$ cat src/rtl/rf_wb_pkg.sv
// Shared constants, request type and hazard helper for the RF writeback arbiter.
// Build option: RF_WB_ARB_FIXED_PRIO_EN selects fixed-priority arbitration.
package rf_wb_pkg;

  localparam int unsigned REG_ADDR_W  = 5;
  localparam int unsigned XLEN        = 32;
  localparam int unsigned NUM_REG     = 32;
  localparam int unsigned NUM_REQ_MAX = 4;

  typedef struct packed {
    logic                  valid;
    logic [REG_ADDR_W-1:0] waddr;
    logic [XLEN-1:0]       wdata;
  } wb_req_t;

  // A register is busy while its write is pending or sitting in the output stage.
  // x0 is hardwired and therefore never busy.
  function automatic logic busy_of(input logic [REG_ADDR_W-1:0] r,
                                   input logic [NUM_REG-1:0]    pend,
                                   input logic                  wen,
                                   input logic [REG_ADDR_W-1:0] waddr);
    return (r != '0) && (pend[r] || (wen && (waddr == r)));
  endfunction

endpackage

$ cat src/rtl/rr_arb.sv
// NUM_REQ-wide one-hot arbiter. Round-robin by default; with
// RF_WB_ARB_FIXED_PRIO_EN defined it collapses to a lowest-index-wins encoder.
// Grants are suppressed while i_rst is high.
module rr_arb #(
  parameter int unsigned NUM_REQ = 3
) (
  input  logic               i_clk,
  input  logic               i_rst,
  input  logic [NUM_REQ-1:0] req_i,
  output logic [NUM_REQ-1:0] gnt_o
);

`ifdef RF_WB_ARB_FIXED_PRIO_EN

  logic found;
  logic unused_clk;
  assign unused_clk = i_clk;

  // Lowest requesting index wins.
  always_comb begin
    gnt_o = '0;
    found = 1'b0;
    for (int unsigned i = 0; i < NUM_REQ; i++) begin
      if (!found && req_i[i]) begin
        found    = 1'b1;
        gnt_o[i] = 1'b1;
      end
    end
    if (i_rst) gnt_o = '0;
  end

`else

  localparam int unsigned PtrW = (NUM_REQ > 1) ? $clog2(NUM_REQ) : 1;

  logic [PtrW-1:0] ptr_q, ptr_d;
  logic [PtrW-1:0] idx;
  logic            found;
  int unsigned     pos;
  int unsigned     nxt;

  // Search from the pointer, wrapping modulo NUM_REQ; pointer moves past the winner.
  always_comb begin
    gnt_o = '0;
    ptr_d = ptr_q;
    found = 1'b0;
    idx   = '0;
    pos   = 0;
    nxt   = 0;
    for (int unsigned off = 0; off < NUM_REQ; off++) begin
      pos = {{(32-PtrW){1'b0}}, ptr_q} + off;
      if (pos >= NUM_REQ) pos = pos - NUM_REQ;
      idx = PtrW'(pos);
      if (!found && req_i[idx]) begin
        found      = 1'b1;
        gnt_o[idx] = 1'b1;
        nxt        = (pos + 1 == NUM_REQ) ? 0 : pos + 1;
        ptr_d      = PtrW'(nxt);
      end
    end
    if (i_rst) begin
      gnt_o = '0;
      ptr_d = ptr_q;
    end
  end

  // Round-robin pointer register.
  always_ff @(posedge i_clk) begin
    if (i_rst) ptr_q <= '0;
    else       ptr_q <= ptr_d;
  end

`endif

endmodule

$ cat src/rtl/rf_wb_arb.sv
// Register-file writeback arbiter: shares the single RF write port between
// NUM_REQ sources, registers the winner and tracks pending writes for hazards.
// Build option: RF_WB_ARB_FIXED_PRIO_EN selects fixed priority instead of round-robin.
module rf_wb_arb
  import rf_wb_pkg::*;
#(
  parameter int unsigned NUM_REQ = 3
) (
  input  logic                       i_clk,
  input  logic                       i_rst,
  input  logic [NUM_REQ-1:0]         i_req_valid,
  output logic [NUM_REQ-1:0]         o_req_ready,
  input  logic [5*NUM_REQ-1:0]       i_req_waddr,
  input  logic [32*NUM_REQ-1:0]      i_req_wdata,
  output logic                       o_rd_wen,
  output logic [4:0]                 o_rd_waddr,
  output logic [31:0]                o_rd_wdata,
  input  logic                       i_issue_valid,
  input  logic [4:0]                 i_issue_rd,
  input  logic [4:0]                 i_rs1_addr,
  input  logic [4:0]                 i_rs2_addr,
  output logic                       o_rs1_busy,
  output logic                       o_rs2_busy,
  output logic                       o_rd_busy
);

  wb_req_t               req [NUM_REQ];
  logic [NUM_REQ-1:0]    req_vld;
  logic [NUM_REQ-1:0]    gnt;
  logic                  hs;
  logic [REG_ADDR_W-1:0] sel_waddr;
  logic [XLEN-1:0]       sel_wdata;

  logic                  rd_wen_q, rd_wen_d;
  logic [REG_ADDR_W-1:0] rd_waddr_q, rd_waddr_d;
  logic [XLEN-1:0]       rd_wdata_q, rd_wdata_d;
  logic [NUM_REG-1:0]    pend_q, pend_d;

  // Unpack the flat request buses.
  always_comb begin
    for (int k = 0; k < NUM_REQ; k++) begin
      req[k].valid = i_req_valid[k];
      req[k].waddr = i_req_waddr[REG_ADDR_W*k +: REG_ADDR_W];
      req[k].wdata = i_req_wdata[XLEN*k +: XLEN];
      req_vld[k]   = req[k].valid;
    end
  end

  rr_arb #(
    .NUM_REQ (NUM_REQ)
  ) u_arb (
    .i_clk (i_clk),
    .i_rst (i_rst),
    .req_i (req_vld),
    .gnt_o (gnt)
  );

  // Grant only goes to a valid requester, so a set grant bit is the handshake.
  assign o_req_ready = gnt;

  // AND-OR select of the winning request's payload.
  always_comb begin
    hs        = |gnt;
    sel_waddr = '0;
    sel_wdata = '0;
    for (int k = 0; k < NUM_REQ; k++) begin
      if (gnt[k]) begin
        sel_waddr = req[k].waddr;
        sel_wdata = req[k].wdata;
      end
    end
  end

  // Output stage next state: addr/data load on every handshake (x0 too), wen skips x0.
  always_comb begin
    rd_wen_d   = hs && (sel_waddr != '0);
    rd_waddr_d = hs ? sel_waddr : rd_waddr_q;
    rd_wdata_d = hs ? sel_wdata : rd_wdata_q;
  end

  // Scoreboard next state: clear on writeback handshake, then set on issue so set wins.
  always_comb begin
    pend_d = pend_q;
    if (hs) pend_d[sel_waddr] = 1'b0;
    if (i_issue_valid && (i_issue_rd != '0)) pend_d[i_issue_rd] = 1'b1;
    pend_d[0] = 1'b0;
  end

  // Output register and scoreboard state.
  always_ff @(posedge i_clk) begin
    if (i_rst) begin
      rd_wen_q   <= 1'b0;
      rd_waddr_q <= '0;
      rd_wdata_q <= '0;
      pend_q     <= '0;
    end else begin
      rd_wen_q   <= rd_wen_d;
      rd_waddr_q <= rd_waddr_d;
      rd_wdata_q <= rd_wdata_d;
      pend_q     <= pend_d;
    end
  end

  assign o_rd_wen   = rd_wen_q;
  assign o_rd_waddr = rd_waddr_q;
  assign o_rd_wdata = rd_wdata_q;

  assign o_rs1_busy = busy_of(i_rs1_addr, pend_q, rd_wen_q, rd_waddr_q);
  assign o_rs2_busy = busy_of(i_rs2_addr, pend_q, rd_wen_q, rd_waddr_q);
  assign o_rd_busy  = busy_of(i_issue_rd, pend_q, rd_wen_q, rd_waddr_q);

endmodule

$ cat config.mk
export PLATFORM = sky130hd
export DESIGN_NAME = rf_wb_arb
export DESIGN_NICKNAME = d
export VERILOG_FILES = /design/src/rtl/rf_wb_pkg.sv /design/src/rtl/rr_arb.sv /design/src/rtl/rf_wb_arb.sv
export SDC_FILE = /design/constraint.sdc
export NUM_CORES = 1
export LEC_CHECK = 0
export ABC_AREA = 1
export CELL_PAD_IN_SITES_DETAIL_PLACEMENT = 1
export CELL_PAD_IN_SITES_GLOBAL_PLACEMENT = 1
export CORE_MARGIN = 3
export CORE_UTILIZATION = 33
export CTS_CLUSTER_DIAMETER = 100
export DETAILED_ROUTE_END_ITERATION = 16
export PLACE_DENSITY_LB_ADDON = 0.1
export SLEW_MARGIN = 40
export SYNTH_ARGS = -nofsm -noshare
export SYNTH_HDL_FRONTEND = slang
export SYNTH_SLANG_ARGS = --single-unit
$ cat constraint.sdc
create_clock -name i_clk -period 7.4 [get_ports i_clk]
set_clock_uncertainty 0.1 [all_clocks]
set_input_delay 0.74 -clock i_clk [delete_from_list [all_inputs] [get_ports i_clk]]
set_output_delay 0.74 -clock i_clk [all_outputs]
set_load 0.05 [all_outputs]
Word-level counts from Yosys, hierarchy flattened
Cells that the tools add are included.
Operators by class
  add/subtract/negate cells: 8
  order comparisons: 15
  equal/unequal tests: 6
  mux-type cells: 45
  bitwise gates (word level): 5
  reductions and logical operators: 26
Operators by type and width (count)
  2-to-1 mux 32 bit: 8
  adder 32 x 1 -> 32 bit, second input constant: 3
  == test 32 x 2 -> 1 bit, second input constant: 3
  >= comparator 32 x 2 -> 1 bit, second input constant: 2
  subtractor 32 x 2 -> 32 bit, second input constant: 2
  bitwise AND 32 bit: 1
  NOT 32 bit: 1
  OR 32 bit: 1
  < comparator 5 x 6 -> 1 bit, second input constant: 4
  nonzero test 5 bit: 4
  binary-select mux 1 bit (select 5 bit): 3
  == test 5 bit: 3
  logical AND 1 bit: 15
  2-to-1 mux 5 bit: 3
  2-to-1 mux 1 bit: 13
  2-to-1 mux 2 bit: 6
  2-to-1 mux 3 bit: 4
  demux 1 bit (select 5 bit): 2
  >= comparator 5 x 1 -> 1 bit, second input constant: 2
  < comparator 2 x 3 -> 1 bit, second input constant: 3
  binary-select mux 1 bit (select 2 bit): 3
  demux 1 bit (select 2 bit): 3
  >= comparator 2 x 1 -> 1 bit, second input constant: 3
  OR 3 bit: 2
  other kinds (8): 11
Word-level totals
  bits in registers: 72
  input port bits: 132
  output and inout port bits: 44
  logic and storage cells: 111

Longest topological paths before layout
  depth after elaboration: 24
  depth in mapped cells: 21

By module
Synthesis repeated with hierarchy kept, for this count alone.
Second synthesis, totals
  cells, all modules: 800
  area, all modules: 4758.3 um^2
By module, submodules not included
  rf_wb_arb: instances 1, cells an instance 731, area an instance 4365.4 um^2, seq. area each 1381.3 um^2
  rr_arb: instances 1, cells an instance 69, area an instance 392.9 um^2, seq. area each 40.0 um^2

Worst setup path before layout
No wires, ideal clock.
  kind: input -> output
  start: in i_req_valid[2]
  end: out o_req_ready[1]
  arrival: 2.135 ns
  required time: 6.560 ns
  path slack: 4.425 ns
  stages: 10
  buffers on the path: 2
  cells stage by stage: inv_2 -> o21ai_2 -> nand2_2 -> buf_6 -> nand3_1 -> nand2_1 -> nand2_1 -> nand2_1 -> inv_2 -> clkbuf_1
Between the ends
  cells in the longest elaborated chain, start to end: 10
  elaborated cells on any way between the ends: 18
  those cells by class: mux: 12; bitwise: 2; reduce/logical: 4
Ends and longest elaborated chain
  from (decl): line rf_wb_arb.sv:11  | input logic [NUM_REQ-1:0] i_req_valid,
  binary-select mux 1 bit (select 2 bit): line rr_arb.sv:54  | if (!found && req_i[idx]) begin
  2-to-1 mux 1 bit (not written as such): line rr_arb.sv:54
  2-to-1 mux 1 bit: line rr_arb.sv:54
  logical NOT 1 bit: line rr_arb.sv:54
  logical AND 1 bit: line rr_arb.sv:54
  2-to-1 mux 1 bit: line rr_arb.sv:54
  logical NOT 1 bit: line rr_arb.sv:54
  logical AND 1 bit: line rr_arb.sv:54
  2-to-1 mux 3 bit *: line rr_arb.sv:54
  2-to-1 mux 3 bit *: line rr_arb.sv:61  | if (i_rst) begin
  to (decl): line rf_wb_arb.sv:12  | output logic [NUM_REQ-1:0] o_req_ready,
Every way passes the cells marked *; elsewhere a longest branch is shown, timed or not. The select of a mux whose other input is x is not followed.

Final worst setup path
  start: in i_rs1_addr[0]
  end: out o_rs1_busy
Between the ends
  cells in the longest elaborated chain, start to end: 4
  elaborated cells on any way between the ends: 7
  those cells by class: eq/ne: 1; mux: 2; reduce/logical: 4
Ends and longest elaborated chain
  from (decl): line rf_wb_arb.sv:20  | input logic [4:0] i_rs1_addr,
  binary-select mux 1 bit (select 5 bit) or == test 5 bit (tied branches): line rf_wb_pkg.sv:22  | return (r != '0) && (pend[r] || (wen && (waddr == r)));
  2-to-1 mux 1 bit (not written as such) or logical AND 1 bit (tied branches): line rf_wb_pkg.sv:22
  logical OR 1 bit: line rf_wb_pkg.sv:22
  logical AND 1 bit *: line rf_wb_pkg.sv:22
  to (decl): line rf_wb_arb.sv:22  | output logic o_rs1_busy,
Marks and branches as above.

==> impl_metrics.xml <==
<?xml version="1.0" encoding="UTF-8"?>
<metrics>
  <group name="finish">
    <metric name="filler_cells" unit="">1876</metric>
    <metric name="finish.net_count" unit="">1082</metric>
    <metric name="layout.area.seq" unit="mm^2">0.00142</metric>
    <metric name="drive_gt1_frac" unit="">0.0620</metric>
    <metric name="insertedDiodeCount" unit="">0</metric>
    <metric name="syn2layout_area_growth" unit="%">45.5</metric>
    <metric name="multi_input_comb_area" unit="mm^2">0.00297</metric>
  </group>
  <group name="route">
    <metric name="wl" unit="um">21000</metric>
    <metric name="drtIter0Drc" unit="">351</metric>
    <metric name="wl_per_cell" unit="um">18.5</metric>
    <metric name="route.detailed.drc" unit="">0</metric>
    <metric name="final_antenna_net_count" unit="">0</metric>
    <metric name="viasPerCell" unit="">5.50</metric>
    <metric name="route.vias.total" unit="">6216</metric>
    <metric name="drt_pass1_iterations" unit="">5</metric>
  </group>
  <group name="setup_path">
    <metric name="startpoint_of_the_worst_register_to_register_path" unit="">u_arb.ptr_q[0]</metric>
    <metric name="worstPathCellList" unit="">clkdlybuf4s50_1 -&gt; inv_1 -&gt; a21oi_1 -&gt; o21ai_0 -&gt; nand3_1 -&gt; nand3_1 -&gt; o21ai_0 -&gt; nand2_1 -&gt; nand3_1 -&gt; o21ai_0 -&gt; inv_1 -&gt; clkdlybuf4s50_1</metric>
    <metric name="critical_path_at" unit="ps">3750</metric>
    <metric name="timing.critical_path.fanout_max" unit="">22</metric>
    <metric name="crit_type" unit="">in -&gt; out</metric>
    <metric name="cp-start-kind" unit="">primary input</metric>
    <metric name="cp.required" unit="ps">6560</metric>
    <metric name="critical_path.endpoint_type" unit="">output pin</metric>
    <metric name="cp_slowest_stage_delay" unit="ps">960</metric>
    <metric name="critical_path.startpoint" unit="">i_rs1_addr[0]</metric>
    <metric name="cpLargestDelayFamily" unit="">buffers and inverters</metric>
    <metric name="cp.buffers_inverters" unit="">4</metric>
    <metric name="cpMaxStageDelayCell" unit="">clkdlybuf4s50_1</metric>
  </group>
  <group name="global_routing">
    <metric name="grt.met1_usage" unit="">0.319</metric>
    <metric name="global_route.peak_usage_layer" unit="">met2</metric>
    <metric name="grt.met3_usage" unit="">0.0606</metric>
    <metric name="grtUsageTotal" unit="">0.256</metric>
    <metric name="grt_overflow" unit="">0</metric>
    <metric name="met2_usage" unit="">0.427</metric>
    <metric name="grt_first_pass_wirelength" unit="um">33400</metric>
    <metric name="grt_start_max_net_pins" unit="">69</metric>
    <metric name="first_global_vias" unit="">6321</metric>
    <metric name="initial_antenna_violation_count" unit="">0</metric>
  </group>
  <group name="power_and_ir_drop">
    <metric name="power.density" unit="mW/mm^2">394</metric>
    <metric name="vdd.ir_drop.worst" unit="mV">0.159</metric>
    <metric name="p_leak" unit="uW">0.00292</metric>
  </group>
  <group name="floorplanning">
    <metric name="floorplan.io_pins" unit="">176</metric>
    <metric name="dieWidth" unit="um">127</metric>
    <metric name="std_cell_rows" unit="">43</metric>
    <metric name="fp.dieH" unit="um">127</metric>
    <metric name="floorplan.core_area" unit="mm^2">0.0141</metric>
    <metric name="initial_utilization" unit="">0.343</metric>
    <metric name="die_area" unit="mm^2">0.0162</metric>
  </group>
  <group name="clock_network">
    <metric name="clock_tree.buffer_depth" unit="">2</metric>
    <metric name="path_clk_slew" unit="ps">60</metric>
    <metric name="cts.sinks" unit="">71</metric>
    <metric name="post_cts_resized" unit="">0</metric>
    <metric name="post_cts_buffers" unit="">0</metric>
    <metric name="cts-buffers-inserted" unit="">9</metric>
    <metric name="worstSkewPairLatency" unit="ps">340</metric>
    <metric name="clock_tree_from_tritoncts" unit="">yes</metric>
    <metric name="post_cts_hold_buffer_count" unit="">0</metric>
    <metric name="cts_root_buffer" unit="">clkbuf_16</metric>
    <metric name="cts.htree.levels" unit="">3</metric>
  </group>
  <group name="timing">
    <metric name="unrepaired_setup_endpoints_after_global_routing" unit="">no</metric>
    <metric name="maxClockFrequency" unit="GHz">0.218</metric>
    <metric name="finalSetupViolCount" unit="">0</metric>
    <metric name="tightestPinTransition" unit="ps">758</metric>
    <metric name="layout_worst_path_cycle_share" unit="">0.621</metric>
    <metric name="max_transition_viols_final" unit="">0</metric>
    <metric name="min_period" unit="ps">4590</metric>
    <metric name="slew-limit-headroom" unit="">0.493</metric>
    <metric name="final.setup.worst_slack" unit="ps">2810</metric>
    <metric name="hold_violations" unit="">0</metric>
    <metric name="summed_negative_setup_slack_over_all_endpoints" unit="ps">0</metric>
  </group>
  <group name="placed_design">
    <metric name="buffer_ports.inserted" unit="">175</metric>
    <metric name="detailedPlace.worstSlack" unit="ps">2840</metric>
    <metric name="detailedPlacementHpwl" unit="um">16400</metric>
    <metric name="finalWeightedCongestion" unit="">0.987</metric>
  </group>
  <group name="logic_synthesis">
    <metric name="netlist_area" unit="mm^2">0.00486</metric>
    <metric name="ys_types" unit="">38</metric>
    <metric name="yosysWarningCount" unit="">0</metric>
    <metric name="postSynthCellCount" unit="">793</metric>
    <metric name="synth_seq_cells" unit="">71</metric>
    <metric name="syn_area_cell" unit="um^2">6.12</metric>
    <metric name="synthesis.nets" unit="">929</metric>
    <metric name="post_synthesis_sequential_area_ratio" unit="">0.293</metric>
  </group>
  <group name="flow_run">
    <metric name="drv.max_cap_violation_count" unit="">0</metric>
  </group>
  <group name="run_status">
    <metric name="run_status" unit="">finished clean</metric>
  </group>
  <group name="min_path">
    <metric name="min-delay-path-class" unit="">reg -&gt; reg</metric>
    <metric name="hold_path.startpoint" unit="">pend_q[15]</metric>
  </group>
</metrics>
state kept, by name, summed over array words and instances (netlist names):
signal / count
o_rd_wen: 1
o_rd_waddr: 5
pend_q: 31
u_arb.ptr_q: 2
o_rd_wdata: 32
routing by layer:
metal  share of wire  wire length [um]
met4           0.033               701
met5               0                 0
met1            0.41              8640
met2            0.47              9910
met3           0.082              1710
power by group:
group	internal, uW	total, uW	switching [uW]
logic	540	1740	1200
registers	489	567	78.1
clock network	306	483	177
cells in the final DEF, fill, tap and decap left out, types with 9 or more instances in the layout:
cell type | synthesis | layout
dfxtp_1 | 71 | 71
nor2_1 | 15 | 14
clkdlybuf4s50_1 | 0 | 175
o21ai_0 | 84 | 84
nand2_2 | 9 | 9
nand3_1 | 148 | 148
inv_1 | 65 | 65
clkbuf_16 | 0 | 9
inv_2 | 9 | 9
o22ai_1 | 10 | 10
o21ai_1 | 9 | 9
a21oi_1 | 68 | 68
nand2_1 | 203 | 203
synth_stat cells (all sizes together):
master     n  area share
a32oi      1      0.0018
a32o       1      0.0021
a221oi     7       0.013
o21ai     94       0.098
dfxtp     71        0.29
nand2    213        0.17
a21oi     70       0.075
nor3       8      0.0082
nor2      22       0.024
o221ai     3      0.0054
clkbuf    32       0.025
o211ai     3      0.0046
or2        5      0.0064
a22oi      4      0.0062
buf        9       0.013
xor2       2      0.0036
a211oi     1      0.0015
inv       74       0.057
nand4      7       0.010
ha         4       0.010
a2111oi    1      0.0018
nand3b     1      0.0015
clkinv     1     0.00077
o22ai     10       0.013
nand3    149        0.15
logic make-up after synthesis:
kind of cell	share of synthesized area
and+or+nand+nor	0.376
buffers and inverters	0.0959
AOI/OAI and AO/OA	0.222
xor gates and xnor gates	0.00361
DFF	0.293
adders and majority gates	0.0103
cell type report:
class,count,area share
multi-input cells,606,0.421
repair buffers,183,0.259
flip-flops and latches,71,0.201
inverters,75,0.0399
clock buffers,10,0.0338
well taps,180,0.0319
clock inverters,6,0.0131
stage by stage:
| step | std cells | hold WS, ps | instance area (um^2) | util | power, uW |
|---|---|---|---|---|---|
| 2_1_floorplan | 793 | 339 | 4860 | - | 1740 |
| 3_3_place_gp | 1114 | 349 | 6700 | 0.474 | 2230 |
| 3_5_place_dp | 1114 | 357 | 6700 | 0.474 | 2280 |
| 4_1_cts | 1130 | 366 | 7040 | 0.497 | 2770 |
| 5_1_grt | 1131 | 398 | 7060 | 0.499 | 3000 |
| 6_report | 1131 | 364 | 7060 | 0.499 | 2790 |
worst paths after layout:
| kind | end | slack, ps | cells past startpoint |
|---|---|---|---|
| max | o_rs1_busy | 2810 | 12 |
| min | pend_q[15] | 360 | 2 |
| max reg2reg | o_rd_wdata[31] | 3700 | 15 |
| min reg2reg | pend_q[15] | 360 | 2 |
worst min-delay path, cell delays in order (launching register included):
cell and delay [ps]:
dfxtp_1 310, nand2_1 60, a21oi_1 50
Note: power is estimated with default switching activity, not from simulation.
